===== config.mk =====
export PLATFORM = sky130hd
export DESIGN_NAME = mult_div_unit
export DESIGN_NICKNAME = d
export VERILOG_FILES = /design/src/rtl/mult_div_unit.sv
export SDC_FILE = /design/constraint.sdc
export NUM_CORES = 1
export LEC_CHECK = 0
export ABC_AREA = 1
export CAP_MARGIN = 20
export CORE_MARGIN = 4
export CORE_UTILIZATION = 60
export DETAILED_ROUTE_END_ITERATION = 10
export PLACE_DENSITY = 0.78
export REMOVE_ABC_BUFFERS = 1
export SYNTH_ARGS = -nofsm -noshare
export SYNTH_HDL_FRONTEND = slang
export SYNTH_SLANG_ARGS = --single-unit
export TNS_END_PERCENT = 30

===== constraint.sdc =====
create_clock -name clk -period 4.87 [get_ports clk]
set_input_delay 1.461 -clock clk [delete_from_list [all_inputs] [get_ports clk]]
set_output_delay 1.461 -clock clk [all_outputs]
set_load 0.02 [all_outputs]

===== src/rtl/mult_div_unit.sv =====
`default_nettype none
// ============================================================================
// Module   : mult_div_unit
// Brief    : Iterative shift-add multiplier / restoring divider with HI/LO
//            registers for the EX stage. One iteration per operand bit.
// Revision : 1.0 - initial release
// ============================================================================
module mult_div_unit #(
    parameter int WIDTH = 32
) (
    input  logic             clk,
    input  logic             rst_n,
    input  logic             start,
    input  logic [2:0]       MDOp,
    input  logic [WIDTH-1:0] A,
    input  logic [WIDTH-1:0] B,
    output logic [WIDTH-1:0] HI,
    output logic [WIDTH-1:0] LO,
    output logic             busy,
    output logic             done
);

    localparam int               c_cw       = (WIDTH > 1) ? $clog2(WIDTH) : 1;
    localparam logic [c_cw-1:0]  c_cnt_last = c_cw'(WIDTH - 1);

    typedef enum logic [1:0] {
        S_IDLE = 2'd0,
        S_RUN  = 2'd1,
        S_FIX  = 2'd2
    } state_t;

    state_t             r_state;
    state_t             w_state_nxt;

    logic [WIDTH-1:0]   r_hi;
    logic [WIDTH-1:0]   r_lo;
    logic               r_busy;
    logic               r_done;
    logic [c_cw-1:0]    r_cnt;
    logic               r_is_div;
    logic               r_neg_q;
    logic               r_neg_r;
    logic               r_dz;
    logic [WIDTH-1:0]   r_acc;
    logic [WIDTH-1:0]   r_mq;
    logic [WIDTH-1:0]   r_opb;

    logic               w_idle;
    logic               w_mdu_req;
    logic               w_mthi;
    logic               w_mtlo;
    logic               w_neg_a;
    logic               w_neg_b;
    logic [WIDTH-1:0]   w_a_mag;
    logic [WIDTH-1:0]   w_b_mag;
    logic [WIDTH:0]     w_sum;
    logic [WIDTH:0]     w_addend;
    logic [WIDTH:0]     w_sh;
    logic [WIDTH:0]     w_diff;
    logic               w_ge;
    logic [2*WIDTH-1:0] w_prod;
    logic [2*WIDTH-1:0] w_prod_fix;
    logic [WIDTH-1:0]   w_quo;
    logic [WIDTH-1:0]   w_rem;

    assign w_idle    = (r_state == S_IDLE);
    assign w_mdu_req = start & w_idle & ~MDOp[2];
    assign w_mthi    = start & w_idle & (MDOp == 3'b100);
    assign w_mtlo    = start & w_idle & (MDOp == 3'b101);

    // Signed ops (even MDOp) run on magnitudes; signs are reapplied in FIX.
    assign w_neg_a = ~MDOp[0] & A[WIDTH-1];
    assign w_neg_b = ~MDOp[0] & B[WIDTH-1];
    assign w_a_mag = w_neg_a ? -A : A;
    assign w_b_mag = w_neg_b ? -B : B;

    assign w_sum    = {1'b0, r_acc} + {1'b0, r_opb};
    assign w_addend = r_mq[0] ? w_sum : {1'b0, r_acc};

    // Partial remainder stays below the divisor, so bit WIDTH of the
    // difference is exactly the borrow of the trial subtraction.
    assign w_sh   = {r_acc, r_mq[WIDTH-1]};
    assign w_diff = w_sh - {1'b0, r_opb};
    assign w_ge   = ~w_diff[WIDTH];

    assign w_prod     = {r_acc, r_mq};
    assign w_prod_fix = r_neg_q ? -w_prod : w_prod;
    assign w_quo      = r_dz ? {WIDTH{1'b1}} : (r_neg_q ? -r_mq : r_mq);
    assign w_rem      = r_neg_r ? -r_acc : r_acc;

    always_ff @(posedge clk or negedge rst_n) begin
        if (!rst_n) begin
            r_state <= S_IDLE;
        end else begin
            r_state <= w_state_nxt;
        end
    end

    always_comb begin
        w_state_nxt = r_state;
        case (r_state)
            S_IDLE:  if (w_mdu_req) w_state_nxt = S_RUN;
            S_RUN:   if (r_cnt == c_cnt_last) w_state_nxt = S_FIX;
            S_FIX:   w_state_nxt = S_IDLE;
            default: w_state_nxt = S_IDLE;
        endcase
    end

    always_ff @(posedge clk or negedge rst_n) begin
        if (!rst_n) begin
            r_hi     <= '0;
            r_lo     <= '0;
            r_busy   <= 1'b0;
            r_done   <= 1'b0;
            r_cnt    <= '0;
            r_is_div <= 1'b0;
            r_neg_q  <= 1'b0;
            r_neg_r  <= 1'b0;
            r_dz     <= 1'b0;
            r_acc    <= '0;
            r_mq     <= '0;
            r_opb    <= '0;
        end else begin
            r_done <= 1'b0;
            case (r_state)
                S_IDLE: begin
                    if (w_mdu_req) begin
                        r_busy   <= 1'b1;
                        r_cnt    <= '0;
                        r_is_div <= MDOp[1];
                        r_neg_q  <= w_neg_a ^ w_neg_b;
                        r_neg_r  <= w_neg_a;
                        r_dz     <= MDOp[1] & (B == '0);
                        r_acc    <= '0;
                        r_mq     <= w_a_mag;
                        r_opb    <= w_b_mag;
                    end else if (w_mthi) begin
                        r_hi <= A;
                    end else if (w_mtlo) begin
                        r_lo <= A;
                    end
                end
                S_RUN: begin
                    r_cnt <= r_cnt + c_cw'(1);
                    if (r_is_div) begin
                        r_acc <= w_ge ? w_diff[WIDTH-1:0] : w_sh[WIDTH-1:0];
                        r_mq  <= {r_mq[WIDTH-2:0], w_ge};
                    end else begin
                        r_acc <= w_addend[WIDTH:1];
                        r_mq  <= {w_addend[0], r_mq[WIDTH-1:1]};
                    end
                end
                S_FIX: begin
                    r_busy <= 1'b0;
                    r_done <= 1'b1;
                    if (r_is_div) begin
                        r_hi <= w_rem;
                        r_lo <= w_quo;
                    end else begin
                        r_hi <= w_prod_fix[2*WIDTH-1:WIDTH];
                        r_lo <= w_prod_fix[WIDTH-1:0];
                    end
                end
                default: ;
            endcase
        end
    end

    assign HI   = r_hi;
    assign LO   = r_lo;
    assign busy = r_busy;
    assign done = r_done;

endmodule
`default_nettype wire

After elaboration in Yosys (flattened, before gate mapping)
Cells that the tools add are included.

word-level totals
  input port bits = 70
  register bits = 173

cells by class
  add/sub/neg operators = 8
  muxes and demuxes = 31
  eq/ne operators = 11
  reductions and logical operators = 10
  bitwise operators = 11

operator list
  operator               number
  $mux W32               17
  $pmux W32 S2           4
  $neg A32 Y32           4
  $mux W64               1
  $neg A64 Y64           1
  $add A32 B32 Y33       1
  $mux W33               1
  $sub A33 B32 Y33       1
  $logic_not A32 Y1      1
  $pmux W5 S2            1
  $reduce_and A2 Y1      4
  $and A1 B1 Y1          7
  $eq A3 B3 Y1 const B   2
  $ne A2 B1 Y1 const B   3
  $ne A2 B2 Y1 const B   3
  $add A5 B1 Y5 const B  1
  $eq A5 B5 Y1 const B   1
  $mux W5                1
  $mux W2                2
  $pmux W2 S2            1
  $reduce_and A4 Y1      1
  $reduce_bool A2 Y1     2
  $not A1 Y1             3
  $reduce_and A3 Y1      1
  6 further kinds        7

Longest topological paths before layout
  depth after elaboration = 7
  gate-level depth with buffers = 20
  gate-level depth less buffers = 19

Worst setup path before layout
OpenSTA, ideal clock, no wires.

  path kind = input -> register
  from = input A[1]
  to = register r_mq[22]
  data arrival time = 2.767 ns
  setup time = 0.116 ns
  cell stages on the path = 13
  path slack = 1.987 ns
  required time = 4.754 ns
  cell sequence = inv_1 -> ha_1 -> nand3_1 -> nor2_1 -> nand3_1 -> nor3_2 -> nand3_1 -> nand2_2 -> nand3_1 -> nand3_1 -> nand2_1 -> nand2_1 -> nand2_1

between the ends
  longest elaborated chain between the ends = 4

RTL lines
  item                    line  source
  start: declaration      15    input logic [WIDTH-1:0] A,
  $neg A32 Y32            74    assign w_a_mag = w_neg_a ? -A : A;
  $mux W32                74
  $mux W32                127   if (w_mdu_req) begin
  $pmux W32 S2            125   case (r_state)
  end signal: assignment  135   r_mq <= w_a_mag;
  end signal: assignment  147   r_mq <= {r_mq[WIDTH-2:0], w_ge};
  end signal: assignment  150   r_mq <= {w_addend[0], r_mq[WIDTH-1:1]};
  end: declaration        45    logic [WIDTH-1:0] r_mq;

No other way between the ends. The select of a mux whose other input is x is not followed.
A chain may end at the register's enable or synchronous reset.

Worst setup path in the final report
  from = input A[1]
  to = register r_mq[31]

The elaborated chain is that of the path after synthesis.

==> results.md <==
- Status: completed
- Largest net degree at the start of global routing: 84
- Post-synthesis sequential area ratio: 25.2%
- Clock root buffer: clkbuf_16
- Util after Layout: 69.2%
- Input/output buffers: 135
- Cell with the most instances after synthesis: nand2_1
- Drt pass-1 iters: 9
- DRT antenna net count: 0
- RSZ-0062 raised after global routing: no
- Setup ws final: 1.12 ns
- Routed WL: 65,100 um
- Clk_lat worst skew: 0.46 ns
- Placement row count: 61
- Syn avg cell area: 5.86 um^2
- Core area: 28,000 um^2
- Clock Tree Buf Depth: 2
- Layout Cells excl Fill: 3,398
- Die Height: 177 um
- Die footprint: 31,300 um^2
- CP Launch Type: primary input
- Crit Path Category: primary input to flop
- Total number of vias: 20,600
- Pwr dens: 830 nW/um^2
- Max-Slew Margin vs Limit: 38.5%
- Commonest cells post-synth: nand2_1 (839), nor2_1 (403), inv_1 (352), nand3_1 (270), a21oi_1 (233)
- Die width: 177 um
- CTS Sinks: 173
- Leakage: 9.55 nW
- Critical Path RT: 5.26 ns
- Post-CTS Resized: 0
- Gate Count Post-Synth: 2,927
- Layout cells sized above 1: 3.77%
- First-pass GRT wire length: 101,000 um
- Fill count: 2,482
- Synth Register Bits: 173
- Primary FF master, synth: dfrtp_1
- Tot Pwr: 16.1 mW
- Top cells by area, synth: dfrtp_1 (25%), nand2_1 (18%), nor2_1 (8.8%)
- Clock slew at reported path FFs: 0.08 ns
- Vias in the first global route: 19,400
- Initial antenna violation count: 0
- Avg WL per Cell: 19.2 um
- Fraction of registers with async set or reset after synthesis: 100%
- GR Overflow Total: 0
- Max_cap viols: 0
- Worst Path Max Fanout: 4
- Fin crit share: 77.0%
- # Post-CTS Setup Buffers: 0
- Critical Path Sink Type: flop
- Hold buffer count at cts: 0
- Layout Nets: 3,149
- Crit path DAT: 4.14 ns
- Slew Limit Fails: 0
- Starting density of the core: 61.2%
- CTS tree: done
- Layout Skew: 0.0155 ns
- Sum of negative setup slack: 0 ns
- Worst Tran Pin Value: 0.923 ns
- Remaining DRCs: 0
- Hold Violations, Final: 0
- VDD IR max: 0.000388 V
- Worst Reg2Reg Path Length in Cells: 18
- Synth Cell Area: 17,100 um^2
- Via density: 6.06
- Area grow syn2layout: 13.1%
- Dpl ws: 0.631 ns
- TritonCTS Buffers: 17
- Initial DRC count: 2,912
- Number of diodes: 0
- Hold Crit Class: flop to flop
- Syn. warnings: 0
- Routability cong.: 1.01
- Hold Crit Depth: 2
- DP Cell Count: 3,364
- I/O Pins: 136
- Post-synth EDFFs: 0
- Yosys top cell area share: 25.2%
- Post-layout min period: 3.75 ns
- Max frequency: 0.267 GHz
- Hpwl dp: 49,200 um
- Setup-failing EPs final: 0
- Total track usage: 40.7%
- Yosys cell types: 51
- Synth area leader: dfrtp_1
- Max H-tree Level: 4
final timing paths:
| check | startpoint | slack [ns] | end |
|---|---|---|---|
| worst min register to register | busy | 0.48 | busy |
| min in group asynchronous | rst_n | 0.99 | done |
| worst min-delay path | busy | 0.48 | busy |
| max in group asynchronous | rst_n | 2.97 | r_acc[27] |
| worst max register to register | r_acc[0] | 1.42 | r_acc[26] |
| worst max-delay path | A[1] | 1.12 | r_mq[31] |
where the power goes:
group	internal, mW	leakage [nW]	switching (mW)
logic	3.92	7.24	7.48
clock network	0.737	0.290	0.711
registers	2.15	2.02	1.10
total	6.81	9.55	9.29
through the flow:
stage               cell area [um^2]  hold slack (ns)
detailed placement             18800            0.462
floorplan                      16700            0.463
global placement               18800            0.453
global route                   19400            0.491
finish                         19400            0.480
CTS                            19400            0.478
critical path, cell delays in order:
cell and delay, ns:
clkdlybuf4s50_1 0.48, nor3_1 0.54, nand2_1 0.26, nor2_1 0.31, nand3_1 0.29, nor2_1 0.27, nand2_1 0.15, nor2_1 0.17
o21ai_1 0.08, a21oi_1 0.12
cells in the final DEF (no fill, tap or decap), drive strengths merged, types with 10 or more instances in the layout:
cell / count
a21oi: 236
a31oi: 24
buf: 26
clkbuf: 18
clkdlybuf4s50: 134
clkinv: 10
dfrtp: 173
ha: 70
inv: 370
nand2: 847
nand3: 273
nand3b: 27
nand4: 28
nor2: 412
nor3: 39
o211ai: 12
o21ai: 208
o21bai: 10
o22ai: 11
or2: 14
xnor2: 15
xor2: 34
metal layers:
| layer | up-vias | routed length [um] | share of wire (%) | track usage (%) |
|---|---|---|---|---|
| li1 | 9655 | - | - | - |
| met3 | 340 | 6690 | 10 | 6.56 |
| met5 | - | 0 | 0 | 0 |
| met2 | 1354 | 29600 | 45 | 67.1 |
| met1 | 9257 | 23900 | 37 | 49.6 |
| met4 | 0 | 4890 | 7.5 | 25.6 |
state kept, by name, indices dropped and copies added (netlist names):
name      cells
HI           32
LO           32
r_acc        32
r_mq         32
r_opb        32
r_cnt         5
r_state       2
busy          1
done          1
r_dz          1
r_is_div      1
r_neg_q       1
r_neg_r       1
logic make-up (layout without fill, tap and decap cells):
logic type / after synthesis / in the layout / synth area share, %
compound gates: 516 / 516 / 16.0
xor+xnor: 49 / 49 / 2.50
simple gates: 1650 / 1650 / 40.4
flops: 173 / 173 / 25.2
buf+inv: 467 / 560 / 10.5
fa+ha+maj: 72 / 72 / 5.34
final cells by class:
type | instances | area [um^2] | share of cell area (%)
Timing Repair Buffer | 160 | 1570 | 8.11
Tap cell | 378 | 473 | 2.44
Multi-Input combinational cell | 2287 | 11000 | 56.9
Inverter | 368 | 1390 | 7.15
Sequential cell | 173 | 4330 | 22.3
Clock inverter | 14 | 170 | 0.877
Clock buffer | 18 | 429 | 2.21
(Power assumes the default switching activity.)
